## src/rtl/alu_if.sv

```systemverilog
// Operand/result bundle for alu_topmodule: operation select and operands in, registered result and flag out.
interface alu_if #(
  parameter int W = 8
) ();
  logic [2:0]   ALUOp;
  logic [W-1:0] R2;
  logic [W-1:0] R3;
  logic [W-1:0] R0;
  logic         c_out;

  modport master (output ALUOp, output R2, output R3, input R0, input c_out);
  modport slave  (input ALUOp, input R2, input R3, output R0, output c_out);
endinterface

```

## src/rtl/alu_topmodule.sv

```systemverilog
// Single-cycle ALU: result computed combinationally from ALUOp/R2/R3 and registered,
// giving exactly one cycle of latency. Outputs clear asynchronously on reset.
module alu_topmodule #(
  parameter int W = 8
) (
  input  logic clk,
  input  logic rst_n,
  alu_if.slave bus
);

  typedef enum logic [2:0] {
    OP_MOV = 3'b000,
    OP_NOT = 3'b001,
    OP_ADD = 3'b010,
    OP_SUB = 3'b011,
    OP_OR  = 3'b100,
    OP_AND = 3'b101,
    OP_SLT = 3'b110,
    OP_RSV = 3'b111
  } alu_op_t;

  alu_op_t      op;
  logic [W-1:0] a;
  logic [W-1:0] b;
  logic [W-1:0] nxt_r;
  logic         nxt_c;
  logic [W-1:0] r_q;
  logic         c_q;

  assign op = alu_op_t'(bus.ALUOp);
  assign a  = bus.R2;
  assign b  = bus.R3;

  always_comb begin
    nxt_r = '0;
    nxt_c = 1'b0;
    unique case (op)
      OP_MOV: nxt_r = a;
      OP_NOT: nxt_r = ~a;
      OP_ADD: {nxt_c, nxt_r} = {1'b0, a} + {1'b0, b};
      // carry out of A + ~B + 1 is the inverted borrow
      OP_SUB: {nxt_c, nxt_r} = {1'b0, a} + {1'b0, ~b} + {{W{1'b0}}, 1'b1};
      OP_OR:  nxt_r = a | b;
      OP_AND: nxt_r = a & b;
      OP_SLT: nxt_r = {{(W-1){1'b0}}, ($signed(a) < $signed(b))};
      OP_RSV: nxt_r = '0;
      default: nxt_r = '0;
    endcase
  end

  always_ff @(posedge clk or negedge rst_n) begin
    if (!rst_n) begin
      r_q <= '0;
      c_q <= 1'b0;
    end else begin
      r_q <= nxt_r;
      c_q <= nxt_c;
    end
  end

  assign bus.R0    = r_q;
  assign bus.c_out = c_q;

endmodule

```

## src/flat_wrapper.sv

```systemverilog
// flat-port wrapper written by rule: the top's interface ports become plain ports
module alu_topmodule_flat 
#(
  parameter int W = 8
)
  (clk, rst_n, bus_ALUOp, bus_R2, bus_R3, bus_R0, bus_c_out);
  alu_if #(.W(W)) bus_i ();
  input  logic clk;
  input  logic rst_n;
  input wire logic [$bits(bus_i.ALUOp)-1:0] bus_ALUOp;
  input wire logic [$bits(bus_i.R2)-1:0] bus_R2;
  input wire logic [$bits(bus_i.R3)-1:0] bus_R3;
  output wire logic [$bits(bus_i.R0)-1:0] bus_R0;
  output wire logic [$bits(bus_i.c_out)-1:0] bus_c_out;
  assign bus_i.ALUOp = bus_ALUOp;
  assign bus_i.R2 = bus_R2;
  assign bus_i.R3 = bus_R3;
  assign bus_R0 = bus_i.R0;
  assign bus_c_out = bus_i.c_out;
  alu_topmodule #(.W(W)) u_core (.clk(clk), .rst_n(rst_n), .bus(bus_i));
endmodule
```

## config.mk

```make
export PLATFORM = sky130hd
export DESIGN_NAME = alu_topmodule_flat
export DESIGN_NICKNAME = d
export VERILOG_FILES = /design/src/rtl/alu_if.sv /design/src/rtl/alu_topmodule.sv /design/src/flat_wrapper.sv
export SDC_FILE = /design/constraint.sdc
export NUM_CORES = 1
export LEC_CHECK = 0
export ABC_AREA = 1
export CORE_ASPECT_RATIO = 0.7
export CORE_MARGIN = 1
export CORE_UTILIZATION = 47
export DETAILED_ROUTE_END_ITERATION = 7
export MAX_ROUTING_LAYER = met4
export PLACE_DENSITY = 0.79
export SYNTH_ARGS = -nofsm -noshare
export SYNTH_HDL_FRONTEND = slang
export SYNTH_SLANG_ARGS = --single-unit
```

## constraint.sdc

```tcl
create_clock -name clk -period 0.8 [get_ports clk]
set_clock_uncertainty 0.2 [all_clocks]
set_input_delay 0.08 -clock clk [delete_from_list [all_inputs] [get_ports clk]]
set_output_delay 0.08 -clock clk [all_outputs]
set_load 0.02 [all_outputs]
```

Yosys cells after proc, flatten, opt, wreduce, memory -nomap -nowiden

Index checks and enable logic that the tools add are counted.

Register bits after elaboration: 9
Input port bits: 21
Logic and storage cells: 20
Output and inout port bits: 9

Bitwise operators: 4
Muxes and demuxes: 2
Reduce and logical (&&, ||, !) cells: 1
Add/subtract/negate cells: 3
$lt $le $gt $ge: 1
Equality and inequality tests: 7

Operators with widths:

| operator                                                        | count |
|---|---|
| 8-bit case mux with 8 select lines                              | 1 |
| 8-bit by 8-bit adder with 9-bit output                          | 2 |
| 8-bit inverter                                                  | 2 |
| 3-bit == test, second input constant                            | 4 |
| 9-bit by 1-bit adder with 9-bit output, second input constant   | 1 |
| 8-bit AND                                                       | 1 |
| 8-bit less-than comparator                                      | 1 |
| 8-bit bitwise OR                                                | 1 |
| 3-bit by 2-bit == test with 1-bit output, second input constant | 2 |
| 3-bit by 1-bit == test with 1-bit output, second input constant | 1 |
| 3-bit logical NOT                                               | 1 |
| 1-bit case mux with 2 select lines                              | 1 |

Depth between registers and ports, before layout

Word-level depth: 4
Depth in mapped cells: 13
Gate-level depth less buffers: 13

Least setup slack after synthesis

No wires, ideal clock.

Path type: input-to-reg
From: input bus_R2[0]
To: register u_core.r_q[6] (netlist: u_core.bus.R0[6])
Arrival time: 1.237 ns
Slack: -0.750 ns
Library setup time: 0.113 ns
Stages: 13
Required time: 0.487 ns
Buffers on the path: 0
Cells stage by stage: inv_1 ha_1 fa_1 inv_1 nand2_1 nand2_1 nand3_1 nand2_1 nand2_1 nand3_1 nand3_1 nand2_1 inv_1

Cells in the longest elaborated chain, start to end: 3
Elaborated cells on any way between the ends: 4
Classes of those cells: add/sub: 3; mux: 1

RTL lines:

| item                                   | RTL line            | text |
|---|---|---|
| from (decl)                            | flat_wrapper.sv:11  | `input wire logic [$bits(bus_i.R2)-1:0] bus_R2;` |
| 8-bit by 8-bit adder with 9-bit output | alu_topmodule.sv:42 | `OP_SUB: {nxt_c, nxt_r} = {1'b0, a} + {1'b0, ~b} + {{W{1'b0}}, 1'b1};` |
| 9-bit by 1-bit adder with 9-bit output | alu_topmodule.sv:42 |  |
| 8-bit case mux with 8 select lines *   | alu_topmodule.sv:37 | `unique case (op)` |
| net u_core.nxt_r[6]                    | alu_topmodule.sv:25 | `logic [W-1:0] nxt_r;` |
| to (signal assigned)                   | alu_topmodule.sv:56 | `r_q <= nxt_r;` |
| to (decl)                              | alu_topmodule.sv:27 | `logic [W-1:0] r_q;` |

Mark *: on every way through the listed nets, which the timed path passes. The rest lies on a longest branch.

Worst setup path after layout

Ends and elaborated chain as after synthesis.

==> impl_metrics.tcl <==
set metrics [dict create \
    synth_compound_area_frac 0.101 \
    synth_xor_area_frac 0 \
    leakage_uw 0.00138 \
    drt_iter0_drc 209 \
    path_depth 14 \
    synth_common_cells "71 x nand2_1, 41 x inv_1, 27 x nor2_1" \
    synth.mux.area_fraction 0 \
    tightest_slew_ns 0.272 \
    hold_class "in -> async" \
    fin_crit_ns 1.56 \
    drive_above_1_share 0.560 \
    place_inst 361 \
    hpwl_mm 3.97 \
    synth-simple-area-share 0.378 \
    grt_pass1_wl_mm 8.77 \
    cp.required_ns 0.73 \
    combPwrFrac 0.615 \
    worstSetupPathType "in -> reg" \
    synth_area_leader_cell "ha_1" \
    yosysWarningCount 0 \
    place.gp.congestion 1.01 \
    ys.flop_type "dfrtp_1" \
    yosysUniqueCellTypes 25 \
    cts_sinks 9 \
    cp_slowest_stage_delay_ns 0.39 \
    cp_common_cell "nand2_1" \
    fin_crit_sh 1.95 \
    max-vdd-ir-drop_mv 0.626 \
    synth-seq-cells 9 \
    swShare 0.418 \
    nets 384 \
    core_area_mm2 0.00294 \
    n_antenna_cell 0 \
    cp-endpoint "u_core.bus.R0[6]$_DFF_PN0_" \
    vias 2080 \
    syn_avg_cell_area_um2 6.13 \
    place_area_mm2 0.00233 \
    fmax_mhz 641 \
    ys_top_cells_by_area "ha_1 21%, nand2_1 17%, dfrtp_1 15%" \
    dieHeight_um 49.8 \
    grt_setup_unrepaired "true" \
    status "finished with violations" \
    start_util 0.520 \
    worstSetupEndpointType "flop" \
    grt_pass1_vias 1874 \
    p_seq_frac 0.191 \
    violations "hold timing, setup timing" \
    path_max_fanout 3 \
    cp_slowest_cell "fa_2" \
    start_kind "primary input" \
    wl_per_cell_um 17.2 \
    vias_per_cell 5.62 \
    synth_fp_nets 299 \
    h-tree-depth 1 \
    ys_seq_area_frac 0.147 \
    drv_cap 0 \
    crit_family "simple AND/OR/NAND/NOR gates" \
    synthCells 250 \
    drt-total-wl_mm 6.38 \
    clkPwrFrac 0.194 \
    slew_viol_final 0 \
    p_int_uw 1640 \
    crit_buf_inv 4 \
    ant_nets 0 \
    power.switching_uw 1180 \
    cts_inserted_buffers 3 \
    fin_util 0.908 \
    synth-async-reset-ratio 1.00 \
    dr.pass1.iters 6 \
    grt_max_degree 10 \
    fin_cells 370 \
    crit_chain "buf_12 -> inv_12 -> ha_4 -> fa_2 -> inv_2 -> nand2_4 -> nand2_4 -> nand3_2 -> nand2_1 -> nand2_1 -> nand3_1 -> nand3_1 -> nand2_1 -> inv_1" \
    yosysTopAreaCellShare 0.212 \
    antenna_found_initial 0 \
    rows 16 \
    netlist_area_mm2 0.00153 \
    setup_viol 18 \
    max-slew-margin-rel 0.819 \
    synth.most_common_cell "nand2_1" \
    die_area_mm2 0.00349 \
    cts_root_buffer "clkbuf_8" \
    pin_count 30 \
    worstSetupStartpoint "bus_R2[0]" \
    synth_top_family_by_area "simple AND/OR/NAND/NOR gates" \
    clkTransAtPathRegs_ns 0.05 \
    portBuffers 29 \
    drc 0 \
    cts_buffer_depth 2 \
    track_usage 0.329 \
    overflow 0 \
    fin_area_mm2 0.00267 \
    worstPathArrival_ns 1.49 \
    area_growth_pct 74.5 \
    setup_ws_ns -0.760 \
    p_per_area_mw_per_mm2 1060 \
    fill_cells 125 \
    p_total_uw 2820 \
    synth_edf_count 0 \
    synth_fa_ha_area_frac 0.239 \
    die_w_um 70.2 \
    hold-worst-slack_ns -0.0357 \
    hold_viol_final 9 \
    cts_tree "yes" \
]
==> cell usage in the layout (no fill, tap or decap), types with 6 or more instances in the layout <==
master,count
buf_4,51
nand3_2,7
nand2_1,49
dfrtp_1,9
ha_1,10
ha_4,11
clkbuf_2,9
buf_6,11
nand2_4,7
nand3_1,16
inv_1,16
nor2_1,19
inv_4,6
nand2_2,19
inv_2,27
nor2_2,7
a21oi_2,6
==> area by class of cell <==
| cell class | instances | area, µm² | area share |
|---|---|---|---|
| Timing Repair Buffer | 82 | 689 | 0.258 |
| Sequential cell | 9 | 225 | 0.0843 |
| Clock buffer | 4 | 45.0 | 0.0169 |
| Tap cell | 36 | 45.0 | 0.0169 |
| Multi-Input combinational cell | 188 | 1440 | 0.540 |
| Inverter | 51 | 224 | 0.0838 |
==> power groups by stage <==
stage          sequential (µW)  clock [µW]  combinational (µW)
6_report                   540         548                1740
4_1_cts                    540         539                1490
5_1_grt                    544         561                1840
3_5_place_dp               534           0                1370
3_3_place_gp               533           0                1350
2_1_floorplan              608           0                 659
==> repair_timing <==
item                                    in CTS  in global routing
setup buffers                                5                  1
endpoints found under the setup margin      18                 18
resized for setup                          139                 70
gates cloned                                 0                  0
pin swaps                                   37                 34
endpoints found under the hold margin        9                  9
==> state kept, by name, indices dropped and copies added (netlist names) <==
signal and count:
u_core.bus.R0 8, u_core.bus.c_out 1
==> metal layers <==
metal | up-vias | GRT usage | share of wire
met2 | 154 | 0.535 | 0.46
met5 | - | - | 0
met3 | 53 | 0.0532 | 0.11
met4 | 0 | 0.0800 | 0.054
met1 | 920 | 0.428 | 0.38
li1 | 953 | - | -
==> cell families (layout without fill, tap and decap cells) <==
group	Yosys count	after routing
compound gates	24	24
fa+ha+maj	28	28
buf+inv	53	137
flops	9	9
simple gates	136	136
==> per-stage QoR <==
stage | hold WS, ns | setup slack (ns) | setup TNS, ns
2_1_floorplan | -0.416 | -0.635 | -4.95
3_3_place_gp | 0.218 | -1.39 | -15.06
3_5_place_dp | 0.215 | -1.45 | -15.50
4_1_cts | -0.0301 | -0.705 | -7.38
5_1_grt | -0.0191 | -0.818 | -8.10
6_report | -0.0357 | -0.760 | -7.49
==> worst min path at each step <==
stage / startpoint / endpoint / cells after the start
after global placement: rst_n / u_core.bus.R0[0]$_DFF_PN0_ / 2
after detailed placement: rst_n / u_core.bus.R0[0]$_DFF_PN0_ / 2
after global routing: rst_n / u_core.bus.R0[4]$_DFF_PN0_ / 2
final: rst_n / u_core.bus.R0[0]$_DFF_PN0_ / 2
after floorplan: rst_n / u_core.bus.R0[0]$_DFF_PN0_ / 0
after CTS: rst_n / u_core.bus.R0[0]$_DFF_PN0_ / 2
No activity file was read; power rests on OpenSTA's default activity.
